### src/rtl/i2c_pkg.sv
// Shared sizing constants for the I2C block's FIFOs.
package i2c_pkg;

    localparam int I2C_FIFO_DEPTH = 16;
    localparam int I2C_TX_DW      = 10;  // 8 data bits plus start and stop flags
    localparam int I2C_RX_DW      = 8;

endpackage

### src/rtl/i2c_fifo_mem.sv
// Storage array for i2c_fifo: one synchronous write port and one
// asynchronous read port. Contents are deliberately not reset.
module i2c_fifo_mem
    import i2c_pkg::*;
#(
    parameter int DW    = I2C_RX_DW,
    parameter int DEPTH = I2C_FIFO_DEPTH,
    localparam int AW   = $clog2(DEPTH)
) (
    input  logic          clk_i,
    input  logic          we_i,
    input  logic [AW-1:0] waddr_i,
    input  logic [DW-1:0] wdat_i,
    input  logic [AW-1:0] raddr_i,
    output logic [DW-1:0] rdat_o
);

    logic [DW-1:0] mem_q [DEPTH];

    // write port: data lands at the write pointer on a push edge
    always_ff @(posedge clk_i) begin
        if (we_i) begin
            mem_q[waddr_i] <= wdat_i;
        end
    end

    assign rdat_o = mem_q[raddr_i];

endmodule

### src/rtl/i2c_fifo.sv
// First-word-fall-through FIFO with occupancy, sticky over/underflow
// flags and an optional registered watermark.
// Build option: define I2C_FIFO_THR_EN to build the watermark logic;
// otherwise thr is ignored and thr_hit is tied low.
module i2c_fifo
    import i2c_pkg::*;
#(
    parameter int DW    = I2C_RX_DW,
    parameter int DEPTH = I2C_FIFO_DEPTH,
    localparam int AW   = $clog2(DEPTH)
) (
    input  logic          clk,
    input  logic          rstn,
    input  logic          flush,
    input  logic          wr,
    input  logic [DW-1:0] wdat,
    input  logic          rd,
    output logic [DW-1:0] rdat,
    output logic [AW:0]   ocy,
    output logic          full,
    output logic          empty,
    input  logic [AW:0]   thr,
    output logic          thr_hit,
    output logic          ovf,
    output logic          udf,
    input  logic          err_clr
);

    localparam logic [AW:0] OCY_FULL = (AW+1)'(DEPTH);

    logic [AW-1:0] wptr_q, wptr_d;
    logic [AW-1:0] rptr_q, rptr_d;
    logic [AW:0]   ocy_q, ocy_d;
    logic          ovf_q, ovf_d;
    logic          udf_q, udf_d;
    logic          push, pop;
    logic [DW-1:0] mem_rdat;

    assign full  = (ocy_q == OCY_FULL);
    assign empty = (ocy_q == '0);
    assign ocy   = ocy_q;
    assign ovf   = ovf_q;
    assign udf   = udf_q;

    // a simultaneous pop frees the slot, so a push at full still goes ahead
    assign push = wr & (~full | rd);
    assign pop  = rd & ~empty;

    // next pointers and occupancy; flush overrides any push or pop
    always_comb begin
        wptr_d = wptr_q;
        rptr_d = rptr_q;
        ocy_d  = ocy_q;
        if (flush) begin
            wptr_d = '0;
            rptr_d = '0;
            ocy_d  = '0;
        end else begin
            if (push) wptr_d = wptr_q + 1'b1;
            if (pop)  rptr_d = rptr_q + 1'b1;
            ocy_d = ocy_q + {{AW{1'b0}}, push} - {{AW{1'b0}}, pop};
        end
    end

    // sticky errors: a new event beats err_clr; flush leaves them alone
    always_comb begin
        ovf_d = (wr & full & ~rd) | (ovf_q & ~err_clr);
        udf_d = (rd & empty)      | (udf_q & ~err_clr);
    end

    // pointer, occupancy and error state
    always_ff @(posedge clk or negedge rstn) begin
        if (!rstn) begin
            wptr_q <= '0;
            rptr_q <= '0;
            ocy_q  <= '0;
            ovf_q  <= 1'b0;
            udf_q  <= 1'b0;
        end else begin
            wptr_q <= wptr_d;
            rptr_q <= rptr_d;
            ocy_q  <= ocy_d;
            ovf_q  <= ovf_d;
            udf_q  <= udf_d;
        end
    end

`ifdef I2C_FIFO_THR_EN
    logic thr_hit_q, thr_hit_d;

    // compared against next occupancy so the flag moves with ocy
    always_comb begin
        thr_hit_d = (thr != '0) && (ocy_d >= thr);
    end

    // watermark register
    always_ff @(posedge clk or negedge rstn) begin
        if (!rstn) thr_hit_q <= 1'b0;
        else       thr_hit_q <= thr_hit_d;
    end

    assign thr_hit = thr_hit_q;
`else
    logic unused_thr;
    assign unused_thr = ^thr;
    assign thr_hit    = 1'b0;
`endif

    i2c_fifo_mem #(
        .DW    (DW),
        .DEPTH (DEPTH)
    ) u_mem (
        .clk_i   (clk),
        .we_i    (push & ~flush),
        .waddr_i (wptr_q),
        .wdat_i  (wdat),
        .raddr_i (rptr_q),
        .rdat_o  (mem_rdat)
    );

    // head entry only while something is stored
    assign rdat = empty ? '0 : mem_rdat;

endmodule

### config.mk
export PLATFORM = sky130hd
export DESIGN_NAME = i2c_fifo
export DESIGN_NICKNAME = d
export VERILOG_FILES = /design/src/rtl/i2c_pkg.sv /design/src/rtl/i2c_fifo_mem.sv /design/src/rtl/i2c_fifo.sv
export SDC_FILE = /design/constraint.sdc
export NUM_CORES = 1
export LEC_CHECK = 0
export CORE_MARGIN = 8
export CORE_UTILIZATION = 50
export DETAILED_ROUTE_END_ITERATION = 10
export PLACE_DENSITY = 0.77
export SLEW_MARGIN = 20
export SYNTH_ARGS = -nofsm -noshare
export SYNTH_HDL_FRONTEND = slang
export SYNTH_SLANG_ARGS = --single-unit
export TNS_END_PERCENT = 30
### constraint.sdc
create_clock -name clk -period 7.3 [get_ports clk]
set_input_delay 1.825 -clock clk [delete_from_list [all_inputs] [get_ports clk]]
set_output_delay 1.825 -clock clk [all_outputs]
set_load 0.02 [all_outputs]
# ---- Word level (Yosys, flattened, before mapping)
# Memory sizes are Yosys's and may differ from the RTL's.
# Cells that the tools add are included.
dict set report classes {
  n_eq_ne 1
  n_bitwise 16
  n_reduce_logical 3
  n_lt_le_gt_ge 0
  n_addsub 4
  n_mul 0
  div 0
  n_shift 0
  n_mux 8
}
# op count
set ops {}
lappend ops {{4-bit two-way mux} 4}
lappend ops {{4-bit by 1-bit adder with 4-bit output (second input constant)} 2}
lappend ops {{1-bit AND} 8}
lappend ops {{8-bit two-way mux} 1}
lappend ops {{5-bit by 1-bit adder with 5-bit output} 1}
lappend ops {{5-bit == test (second input constant)} 1}
lappend ops {{5-bit logical NOT} 1}
lappend ops {{5-bit two-way mux} 1}
lappend ops {{1-bit NOT} 5}
lappend ops {{5-bit by 1-bit subtractor with 5-bit output} 1}
lappend ops {{2-bit nonzero test} 2}
lappend ops {{1-bit OR} 3}
lappend ops {{1-bit two-way mux} 2}
dict set report totals {
  memories 1
  elab_cells 38
  register_bits 15
  latchBits 0
  out_inout_bits 18
  input_bits 19
  ramBits 128
  romBits 0
}
# memory depth word_bits rd rd_ports_with_merged_regs wr line
set memory_table {}
lappend memory_table {u_mem.mem_q 16 8 1 0 1 i2c_fifo_mem.sv:18} ;# logic [DW-1:0] mem_q [DEPTH];

# ---- Logic depth before layout (Yosys ltp)
dict set report logic_depth {
  word_depth 7
  depth_mapped 14
  ltp_nobuf 14
}

# ---- Cells and area by module
# From an unflattened synthesis, not the netlist that was laid out.
dict set report hier_totals {
  hier_cells 315
  hier_area_um2 5893.2
}
# mod area_per_inst_um2 cells_each seq_area_each_um2 n_inst
set by_module_without_submodules {}
lappend by_module_without_submodules {i2c_fifo_mem 4987.3 221 3843.7 1}
lappend by_module_without_submodules {i2c_fifo 905.9 94 375.4 1}

# ---- Worst setup path after synthesis
# No wires, ideal clock.
dict set report synth_path {
  kind {input to register}
  startpoint {input port rd}
  endpoint {register ocy_q[4] (netlist: ocy[4])}
  n_path_buf 0
  stages 11
  setup_ns 0.088
  arrival_time_ns 3.450
  slack_ns 3.761
  required_ns 7.212
  cell_sequence {o21a_1 > inv_1 > ha_1 > inv_1 > ha_1 > inv_1 > fa_1 > nor2b_1 > o21bai_1 > nand3_1 > nor3b_1}
}
dict set report synth_between {
  elab_chain_cells 5
  word_cells_on_any_way 6
  classes_between {2 x add/sub; 1 x mux; 3 x bitwise}
}
# element line
set synth_rtl {}
lappend synth_rtl {{start: declaration} i2c_fifo.sv:17} ;# input logic rd,
lappend synth_rtl {{1-bit OR} i2c_fifo.sv:46} ;# assign push = wr & (~full | rd);
lappend synth_rtl {{1-bit AND} i2c_fifo.sv:46}
lappend synth_rtl {{5-bit by 1-bit adder with 5-bit output} i2c_fifo.sv:61} ;# ocy_d = ocy_q + {{AW{1'b0}}, push} - {{AW{1'b0}}, pop};
lappend synth_rtl {{5-bit by 1-bit subtractor with 5-bit output (*)} i2c_fifo.sv:61}
lappend synth_rtl {{5-bit two-way mux (*)} i2c_fifo.sv:54} ;# if (flush) begin
lappend synth_rtl {{named net ocy_d[4]} i2c_fifo.sv:33} ;# logic [AW:0] ocy_q, ocy_d;
lappend synth_rtl {{end signal: assignment} i2c_fifo.sv:82} ;# ocy_q <= ocy_d;
lappend synth_rtl {{end: declaration} i2c_fifo.sv:33}
# The timed path passes the listed nets; every way through them passes the cells marked *.
# A chain may end at the register's enable or synchronous reset.

# ---- Final worst setup path
dict set report layout_path {
  startpoint {register rptr_q[1]}
  endpoint {output port rdat[7]}
}
dict set report layout_between {
  elab_chain_cells 2
}
# element line
set layout_rtl {}
lappend layout_rtl {{start: declaration} i2c_fifo.sv:32} ;# logic [AW-1:0] rptr_q, rptr_d;
lappend layout_rtl {{start signal: assignment} i2c_fifo.sv:81} ;# rptr_q <= rptr_d;
lappend layout_rtl {{memory 16 x 8 bit} --}
lappend layout_rtl {{8-bit two-way mux} i2c_fifo.sv:122} ;# assign rdat = empty ? '0 : mem_rdat;
lappend layout_rtl {{end: declaration} i2c_fifo.sv:18} ;# output logic [DW-1:0] rdat,
# No other way between the ends.

==> summary.txt <==
STA
  • Pins over their slew limit: 0
  • TNS Setup: 0 ps
  • Hold_ws: 514 ps
  • Skew final: 6.48 ps
  • Final period util: 73.9%
  • Worst slew pin tran: 969 ps
  • Unrepaired setup endpoints after global routing: no
  • Final setup vio count: 0
  • Slew Limit Headroom: 35.4%
  • Final hold violation count: 0
  • Fmax: 185 MHz
  • Min cycle time layout: 5390 ps

Power and ir drop
  • Pwr Density: 343 nW/um2
  • Sw frac: 27.5%
  • Sequential share of power: 40.6%
  • Clk pwr share: 34.4%
  • Comb pwr share: 25.0%
  • Net switching power: 0.000652 W
  • Pleak: 2.30 nW
  • Int Power: 0.00172 W
  • Max IR drop VDD: 0.000262 V

Floorplan
  • DIE HEIGHT: 125 um
  • Core ar.: 11,900 um2
  • Initial core utilization: 50.4%
  • Die Span X: 125 um
  • Rows: 40
  • Die Area: 15,700 um2
  • I/O Pins: 37

Worst setup path
  • WP data required: 5480 ps
  • Crit. End Element: output port
  • Crit path kind: reg2out
  • CP Data Arrival Time: 3570 ps
  • Worst setup SP type: flip-flop
  • CP max FO: 18

Yosys
  • Post-Syn Area: 5980 um2
  • Syn Area/Cell: 18.8 um2
  • Ys async rst share: 10.5%
  • Syn_nets: 349
  • Yosys reg bits: 143
  • Cells after synthesis: 318
  • Number of synthesized flops with an enable pin: 128
  • Post-synth top flop: edfxtp_1
  • Number of distinct library cells after synthesis: 41
  • Seq/Total Area, Yosys: 70.6%
  • Synth Warn #: 0

GRT
  • Largest net degree at the start of global routing: 26
  • Total GRT Usage: 15.4%
  • Vias in the first global route: 3,250
  • Initial antenna violation count: 0
  • GRT overflow: 0
  • First-pass GRT wire length: 17,900 um

Clock tree
  • Post-CTS sizing: 0
  • # hold bufs at CTS: 0
  • CTS clock-pin slew for the worst setup and hold paths: 50 ps
  • Clock Sink Count: 143
  • Clock Latency Late Sink: 410 ps
  • CTS Root Buffer Type: clkbuf_16
  • CTS buffer count: 17
  • Postcts setup bufs: 0
  • CTS tree: yes
  • Clk buf depth: 2
  • H-tree Lvls: 4

Detailed routing
  • Total Wirelength: 11,300 um
  • Initial DRT Pass Iterations: 4
  • Via density: 5.75
  • DRT iter0 DRCs: 295
  • WL/cell: 22.0 um
  • Final antenna-violating net count: 0
  • Via Count: 2,969
  • Detailed-route DRC error count: 0

Cells and area
  • Post-Layout Inst Area: 6910 um2
  • Utilization after layout: 58.3%
  • Layout cells sized above 1: 17.3%
  • Post-layout net count: 387
  • P&R area growth vs syn: 15.6%
  • Diodes inserted: 0

Outcome
  • Status: complete, no violations

Placement
  • GP Congestion: 0.766
  • Placed inst area: 6350 um2
  • I/O Buffers: 30
  • Hpwl dp: 7350 um

Min path
  • HP Class: reg2reg

Flow run
  • MaxCap Viol Count: 0
-- power groups by stage --
stage	Sequential (W)	Combinational (W)	Clock [W]
finish	0.000962	0.000593	0.000814
global route	0.000969	0.000650	0.000857
CTS	0.000963	0.000602	0.000823
detailed placement	0.000979	0.000596	0
global placement	0.000978	0.000584	0
floorplan	0.000979	0.000402	0
-- placed cells by master, fill, tap and decap left out, types with 5 or more instances in the layout --
cell             instances
edfxtp_1               128
clkdlybuf4s50_1         30
mux4_2                  24
nor2_1                  21
clkbuf_16               17
dfrtp_1                 15
inv_1                   13
a21oi_1                 12
ha_1                    11
mux2i_1                  9
mux2_2                   8
mux4_1                   8
buf_4                    7
o21ai_0                  6
nor3_1                   5
clkbuf_1                 5
-- logic make-up after synthesis --
family | Yosys count | share of synthesized area [%]
AO/OA/AOI/OAI | 27 | 2.55
XOR/XNOR | 7 | 1.03
adder cells (fa/ha/maj) | 12 | 2.64
buffers and inverters | 31 | 3.52
flip-flops | 143 | 70.6
multiplexers | 49 | 15.6
other | 1 | 0.0627
AND/OR/NAND/NOR | 48 | 4.08
-- through the flow --
stage                     setup WS (ps)  instances  power (W)
after detailed placement           2270        484    0.00157
after global routing               1660        516    0.00248
after CTS                          1820        516    0.00239
final                              1910        516    0.00237
after floorplan                    3760        318    0.00138
after global placement             2310        484    0.00156
-- metal layers --
metal | up-vias | wire, um | track usage, %
li1 | 1324 | - | -
met1 | 1509 | 4500 | 17.9
met2 | 113 | 5780 | 25.6
met3 | 23 | 802 | 4.67
met4 | 0 | 252 | 7.81
met5 | - | 0 | 0
-- synth_stat cells, drive strengths merged, types with 4 or more instances --
library cell | number | area share (%)
edfxtp | 128 | 64
mux4 | 32 | 13
nor2 | 21 | 1.3
buf | 15 | 2.2
dfrtp | 15 | 6.3
inv | 13 | 0.82
a21oi | 12 | 1.0
ha | 11 | 2.3
mux2i | 9 | 1.5
o21ai | 9 | 0.75
mux2 | 8 | 1.5
nor3 | 5 | 0.42
nand3 | 4 | 0.33
nand3b | 4 | 0.50
xor2 | 4 | 0.59
-- area by class of cell --
class	count	area, um2
Fill cell	877	4950
Tap cell	147	184
Clock inverter	10	114
Sequential cell	143	4220
Clock buffer	22	444
Timing Repair Buffer	37	353
Multi-Input combinational cell	144	1550
Inverter	13	48.8
-- worst paths after layout --
kind	from	endpoint	slack, ps	cells after the start
worst max-delay path	rptr_q[1]	rdat[7]	1910	6
worst min-delay path	udf	udf	510	1
worst max register to register	ocy[3]	ocy[4]	4020	13
worst min register to register	udf	udf	510	1
max in group asynchronous	rstn	ocy[4]	5020	1
min in group asynchronous	rstn	wptr_q[2]	1840	1
-- state kept, by name (all words and copies together), names as in the netlist --
| name | flops |
|---|---|
| u_mem.mem_q | 128 |
| ocy | 5 |
| rptr_q | 4 |
| wptr_q | 4 |
| ovf | 1 |
| udf | 1 |
-- critical path: stages (launching register included) --
cell and delay (ps):
dfrtp_1 980, buf_4 410, mux4_1 600, mux2_2 270, o21ai_0 240, a21oi_1 70
clkdlybuf4s50_1 570
Note: power is estimated with default switching activity, not from simulation.
